[config.mk]
export PLATFORM = sky130hd
export DESIGN_NAME = lmi_region_decode
export DESIGN_NICKNAME = d
export VERILOG_FILES = /design/src/rtl/lmi_region_pkg.sv /design/src/rtl/lmi_region_cmp.sv /design/src/rtl/lmi_region_decode.sv
export SDC_FILE = /design/constraint.sdc
export NUM_CORES = 1
export LEC_CHECK = 0
export CAP_MARGIN = 20
export CORE_MARGIN = 10
export CORE_UTILIZATION = 54
export DETAILED_ROUTE_END_ITERATION = 10
export GPL_ROUTABILITY_DRIVEN = 0
export GPL_TIMING_DRIVEN = 0
export PLACE_DENSITY = 0.88
export SYNTH_ARGS = -nofsm -noshare
export SYNTH_HDL_FRONTEND = slang
export SYNTH_HIERARCHICAL = 1
export SYNTH_SLANG_ARGS = --single-unit
export TNS_END_PERCENT = 20
[constraint.sdc]
create_clock -name CLK -period 9.6 [get_ports CLK]
set_input_delay 2.4 -clock CLK [delete_from_list [all_inputs] [get_ports CLK]]
set_output_delay 2.4 -clock CLK [all_outputs]
set_load 0.01 [all_outputs]
[src/rtl/lmi_region_pkg.sv]
// Shared definitions for the LMI region decoder: configuration select
// encodings, the enable bit position inside a base write, and reset values.
package lmi_region_pkg;

  typedef enum logic {
    SEL_BASE = 1'b0,
    SEL_TOP  = 1'b1
  } cfg_sel_e;

  localparam int EN_BIT = 0;

  localparam logic [31:0] RST_ADDR  = 32'h0000_0000;
  localparam logic        RST_EN    = 1'b0;
  localparam logic        RST_VALID = 1'b0;
  localparam logic        RST_HIT   = 1'b0;

endpackage

[src/rtl/lmi_region_cmp.sv]
// Single-region hit detector: an enabled region hits when the truncated
// address lies within [base, top]. All compares are unsigned, so a region
// whose base exceeds its top can never hit.
module lmi_region_cmp #(
  parameter int BW = 28
) (
  input  logic          en_i,
  input  logic [BW-1:0] addr_i,
  input  logic [BW-1:0] base_i,
  input  logic [BW-1:0] top_i,
  output logic          hit_o
);

  assign hit_o = en_i && (addr_i >= base_i) && (addr_i <= top_i);

endmodule

[src/rtl/lmi_region_decode.sv]
// LMI region decoder: programmable base/top regions, one-cycle registered
// lookup with valid/ready handshake on both sides, and sticky miss capture.
// Optional feature: define LMI_REGION_LOCK_EN to add the CFG_LOCK input,
// which freezes the configuration registers until the next reset.
module lmi_region_decode
  import lmi_region_pkg::*;
#(
  parameter int NUM_REGIONS = 4,
  parameter int TOP_LO      = 4,
  parameter int IDX_W       = 2
) (
  input  logic             CLK,
  input  logic             RESET,
  input  logic             REQ_VALID,
  input  logic [31:0]      REQ_ADDR,
  output logic             REQ_READY,
  output logic             RSP_VALID,
  input  logic             RSP_READY,
  output logic             RSP_HIT,
  output logic [IDX_W-1:0] RSP_REGION,
  input  logic             CFG_WE,
  input  logic [IDX_W-1:0] CFG_IDX,
  input  logic             CFG_SEL,
  input  logic [31:0]      CFG_WDATA,
  input  logic             ERR_CLR,
`ifdef LMI_REGION_LOCK_EN
  input  logic             CFG_LOCK,
`endif
  output logic             ERR_VALID,
  output logic [31:0]      ERR_ADDR
);

  localparam int BW = 32 - TOP_LO;
  localparam logic [IDX_W:0] NUM_W = (IDX_W + 1)'(NUM_REGIONS);

  logic [BW-1:0]          base_q [NUM_REGIONS];
  logic [BW-1:0]          base_d [NUM_REGIONS];
  logic [BW-1:0]          top_q  [NUM_REGIONS];
  logic [BW-1:0]          top_d  [NUM_REGIONS];
  logic [NUM_REGIONS-1:0] en_q;
  logic [NUM_REGIONS-1:0] en_d;

  logic             rsp_valid_q, rsp_valid_d;
  logic             rsp_hit_q,   rsp_hit_d;
  logic [IDX_W-1:0] rsp_region_q, rsp_region_d;
  logic             err_valid_q, err_valid_d;
  logic [31:0]      err_addr_q,  err_addr_d;

  logic [NUM_REGIONS-1:0] hit_vec;
  logic                   lk_hit;
  logic [IDX_W-1:0]       lk_region;
  logic                   req_accept;
  logic                   cfg_locked;
  logic                   cfg_write;
  logic                   unused_wdata;

  // Only the bound bits and the enable bit of the write data are stored.
  assign unused_wdata = ^CFG_WDATA;

  assign REQ_READY  = !rsp_valid_q || RSP_READY;
  assign req_accept = REQ_VALID && REQ_READY;
  assign cfg_write  = CFG_WE && !cfg_locked && ({1'b0, CFG_IDX} < NUM_W);

  assign RSP_VALID  = rsp_valid_q;
  assign RSP_HIT    = rsp_hit_q;
  assign RSP_REGION = rsp_region_q;
  assign ERR_VALID  = err_valid_q;
  assign ERR_ADDR   = err_addr_q;

`ifdef LMI_REGION_LOCK_EN
  logic lock_q, lock_d;

  assign lock_d     = lock_q || CFG_LOCK;
  assign cfg_locked = lock_q;

  // Lock bit is sticky; only reset releases it.
  always_ff @(posedge CLK or posedge RESET) begin
    if (RESET) lock_q <= 1'b0;
    else       lock_q <= lock_d;
  end
`else
  assign cfg_locked = 1'b0;
`endif

  for (genvar g = 0; g < NUM_REGIONS; g++) begin : g_cmp
    lmi_region_cmp #(.BW(BW)) u_cmp (
      .en_i   (en_q[g]),
      .addr_i (REQ_ADDR[31:TOP_LO]),
      .base_i (base_q[g]),
      .top_i  (top_q[g]),
      .hit_o  (hit_vec[g])
    );
  end

  // Priority select: scanning downward lets the lowest hitting index win.
  always_comb begin
    lk_hit    = 1'b0;
    lk_region = '0;
    for (int i = NUM_REGIONS - 1; i >= 0; i--) begin
      if (hit_vec[i]) begin
        lk_hit    = 1'b1;
        lk_region = IDX_W'(i);
      end
    end
  end

  // Configuration register updates; lookups in the same cycle see old values.
  always_comb begin
    base_d = base_q;
    top_d  = top_q;
    en_d   = en_q;
    for (int i = 0; i < NUM_REGIONS; i++) begin
      if (cfg_write && (CFG_IDX == IDX_W'(i))) begin
        if (cfg_sel_e'(CFG_SEL) == SEL_BASE) begin
          base_d[i] = CFG_WDATA[31:TOP_LO];
          en_d[i]   = CFG_WDATA[EN_BIT];
        end else begin
          top_d[i]  = CFG_WDATA[31:TOP_LO];
        end
      end
    end
  end

  // Response holding register and sticky first-miss capture.
  always_comb begin
    rsp_valid_d  = rsp_valid_q;
    rsp_hit_d    = rsp_hit_q;
    rsp_region_d = rsp_region_q;
    err_valid_d  = err_valid_q;
    err_addr_d   = err_addr_q;
    if (req_accept) begin
      rsp_valid_d  = 1'b1;
      rsp_hit_d    = lk_hit;
      rsp_region_d = lk_region;
    end else if (RSP_READY) begin
      rsp_valid_d  = 1'b0;
    end
    if (req_accept && !lk_hit && (!err_valid_q || ERR_CLR)) begin
      err_valid_d = 1'b1;
      err_addr_d  = REQ_ADDR;
    end else if (ERR_CLR) begin
      err_valid_d = 1'b0;
    end
  end

  // State registers; reset disables every region and drops any response.
  always_ff @(posedge CLK or posedge RESET) begin
    if (RESET) begin
      for (int i = 0; i < NUM_REGIONS; i++) begin
        base_q[i] <= RST_ADDR[31:TOP_LO];
        top_q[i]  <= RST_ADDR[31:TOP_LO];
      end
      en_q         <= {NUM_REGIONS{RST_EN}};
      rsp_valid_q  <= RST_VALID;
      rsp_hit_q    <= RST_HIT;
      rsp_region_q <= '0;
      err_valid_q  <= RST_VALID;
      err_addr_q   <= RST_ADDR;
    end else begin
      base_q       <= base_d;
      top_q        <= top_d;
      en_q         <= en_d;
      rsp_valid_q  <= rsp_valid_d;
      rsp_hit_q    <= rsp_hit_d;
      rsp_region_q <= rsp_region_d;
      err_valid_q  <= err_valid_d;
      err_addr_q   <= err_addr_d;
    end
  end

endmodule

==> metrics.txt <==
post-CTS setup buffer count=0; overall power=between 0.004 and 0.005 W; status=finished, final reports clean; R2R Path End=ERR_ADDR[13]; required time at the worst-slack endpoint=10.02 ns; FP Rows=62; Longest Clk Path Bufs=3; post-synth cell types=36; sequential fraction of the synthesis area=0.4244; Syn Nets=1,680; Vias=11.55k; # IOs=111; initial antenna violation count=0; post-layout net count=between 1.5k and 2k; startpoint types=input port; hold path depth=1; RSZ-0062 raised after global routing=no; R2R cell count=12; Worst path max stage delay=0.75 ns; final setup violating endpoints=0; power density cells=~220 nW/um^2; CTS tree=done; crit path cell chain=clkdlybuf4s50_1 > ha_1 > nand4_1 > nor4_1 > a221oi_1 > o211ai_1 > a21oi_1 > a211oi_1 > nor4_4 > nand4_2 > buf_6 > mux2_2; final hold viol count=0; GR Util All Layers=0.2295; total iterations of the first detailed-routing run=5; Vias/cell=5.979; hold path startpoint=ERR_ADDR[2]; class of the worst hold path=reg2reg; DIE WIDTH=190.1 um; Max-slew headroom=0.4328; core box area=28,630 um^2; average wire per standard cell=21.52 um; final cell count without fillers=1,932; Die H=190.1 um; crit-path max FO=10; drt total wl=between 40,000 and 50,000 um; Layout area overhead=17.20%; hold-fix buffer count after cts=0; classification of the worst setup path=in2reg; total grt overflow=0; number of diodes=0; Arr. time, crit path=6.67 ns; post-detailed-route count of antenna-violating nets=0; Fmax=0.1601 GHz; Sink Count=265; TritonCTS Buffers=29; largest net degree at the start of global routing=44; reg2reg start=base_q[109]; Final period util=0.6506; Post-DP HPWL=30,150 um; # port buffers=105; vias in the first global route=roughly 12k; minimum clock period=6.245 ns; Clk Latency, worst-skew pair=0.56 ns; slowest CP cell=a211oi_1; CP Capture Type=flip-flop; Fin Clk Skew=0.02674 ns; mapped cell area=approximately 16,000 um^2; total negative slack=0 ns; die area=about 36,000 um^2; Worst-path clk slew=about 0.060 ns; root buffer cell=clkbuf_16; post-synthesis cell count=1,383; worst vdd ir=approximately 0.00019 V; Initial Utilization=0.5459; placed cells=1,879; layout cell share with drive strength beyond 1=0.2326; Worst Hold End=ERR_ADDR[2]; Warnings, synthesis=6; # Max-Cap Violations=0; Fillers=1,972; Leak=8.729 nW; global-route wire length before repair=65,830 um; fin. max-slew vios=0; Worst R2R Setup Slack=5.71 ns; DR iter-0 viols=roughly 1.1k; post-synthesis register bit count=roughly 270; post-CTS resize count=0; Slew @ Worst Pin=0.8458 ns; Remaining DRCs=0; syn avg cell area=about 11 um^2; H-tree levels=1
[state kept, by name (all words and copies together), names as in the netlist]
name	count
base_q	112
top_q	112
ERR_ADDR	32
en_q	4
RSP_REGION	2
ERR_VALID	1
RSP_HIT	1
RSP_VALID	1
[kinds of logic after synthesis]
family,count (synthesis),share of synthesized area
compound gates,175,0.06494
fa+ha+maj,224,0.1794
buf+inv,253,0.06638
flops,265,0.4244
mux,261,0.1883
simple gates,205,0.07655
[critical path, delay by kind of cell]
kind / cells / cell delay, ns
buf+inv: 2 / 0.98
compound gates: 4 / 1.21
simple gates: 4 / 1.23
fa+ha+maj: 1 / 0.49
mux: 1 / 0.36
[Yosys cell counts]
| library cell | n | area, um^2 |
|---|---|---|
| nand4b_1 | 3 | 26.28 |
| nor4_1 | 4 | 25.02 |
| nor4_2 | 4 | 50.05 |
| inv_1 | 226 | 848.3 |
| a21oi_1 | 100 | 500.5 |
| nor2_1 | 9 | 33.78 |
| o21ai_1 | 4 | 20.02 |
| mux2_2 | 259 | 2917 |
| nor3b_2 | 6 | 75.07 |
| a21boi_0 | 1 | 7.510 |
| nand2_1 | 67 | 251.5 |
| nor3_4 | 1 | 16.27 |
| a21o_1 | 4 | 30.03 |
| mux2_1 | 1 | 11.26 |
| nor2b_1 | 9 | 56.30 |
| nor3_2 | 1 | 10.01 |
| nand4_2 | 6 | 75.07 |
| a211oi_1 | 8 | 60.06 |
| a211o_1 | 4 | 35.03 |
| dfrtp_1 | 265 | 6631 |
| nand2b_1 | 4 | 25.02 |
| or3b_1 | 4 | 35.03 |
| nand3_1 | 21 | 105.1 |
| nor4_4 | 1 | 21.27 |
| buf_4 | 4 | 30.03 |
| buf_2 | 16 | 80.08 |
| mux2_4 | 1 | 15.01 |
| a221oi_1 | 12 | 105.1 |
| o211ai_1 | 17 | 127.6 |
| ha_1 | 224 | 2803 |
| nor3_1 | 17 | 85.08 |
| and2b_1 | 4 | 30.03 |
| o2bb2ai_1 | 1 | 8.760 |
| buf_6 | 7 | 78.83 |
| o21ai_0 | 24 | 120.1 |
| nand4_1 | 44 | 275.3 |
[how the worst max path moves through the flow]
| stage | startpoint | to | depth (start not counted) |
|---|---|---|---|
| floorplan | RESET | ERR_ADDR[0] | 1 |
| global placement | RESET | top_q[94] | 2 |
| detailed placement | REQ_ADDR[31] | ERR_ADDR[15] | 12 |
| CTS | REQ_ADDR[31] | ERR_ADDR[11] | 12 |
| global route | REQ_ADDR[31] | ERR_ADDR[9] | 12 |
| finish | REQ_ADDR[31] | ERR_ADDR[13] | 12 |
[cell type report]
class                           count  area, um^2  area share
Buffer                             27       188.9     0.01032
Clock buffer                       40       807.0     0.04407
Clock inverter                     13       197.7     0.01080
Inverter                          226       852.1     0.04653
Multi-Input combinational cell    865        7956      0.4345
Sequential cell                   265        6631      0.3621
Tap cell                          384       480.5     0.02624
Timing Repair Buffer              112        1199     0.06545
[metrics by stage]
stage               cell area [um^2]  utilization  hold slack, ns  worst slack, ns
global route                   18310       0.6397          0.5108            3.297
global placement               17160       0.5995          0.4701            1.864
finish                         18310       0.6397          0.5014            3.355
CTS                            18310       0.6397          0.5055            3.493
floorplan                      15630            -          0.4581            3.702
detailed placement             17310       0.6046          0.4919            2.908
[report_power, final]
part,switching (W),total [W],internal [W]
Combinational,0.000662,0.00132,0.000657
Clock,0.000452,0.00117,0.000720
Sequential,0.000151,0.00156,0.00140
[cell usage in the layout, fill, tap and decap left out, types with 5 or more instances in the layout]
| master | count |
|---|---|
| nor3b_2 | 6 |
| a221oi_1 | 12 |
| nor2b_1 | 9 |
| nor2_1 | 9 |
| nand4_1 | 44 |
| nand2_1 | 67 |
| nand4_2 | 6 |
| clkbuf_1 | 7 |
| o21ai_0 | 24 |
| clkdlybuf4s50_1 | 105 |
| buf_12 | 6 |
| inv_1 | 225 |
| a211oi_1 | 8 |
| buf_6 | 7 |
| mux2_2 | 259 |
| ha_1 | 224 |
| o211ai_1 | 17 |
| buf_2 | 16 |
| nor3_1 | 17 |
| nand3_1 | 21 |
| clkinv_2 | 6 |
| dfrtp_1 | 265 |
| clkbuf_16 | 29 |
| bufinv_16 | 5 |
| a21oi_1 | 100 |
[layer usage]
metal,up-vias,track usage,wire length [um]
met2,449,0.3845,19960
met4,0,0.1203,2139
li1,5161,-,-
met1,5796,0.2806,16340
met5,-,0,0
met3,145,0.03625,3128
Note: power is estimated with default switching activity, not from simulation.
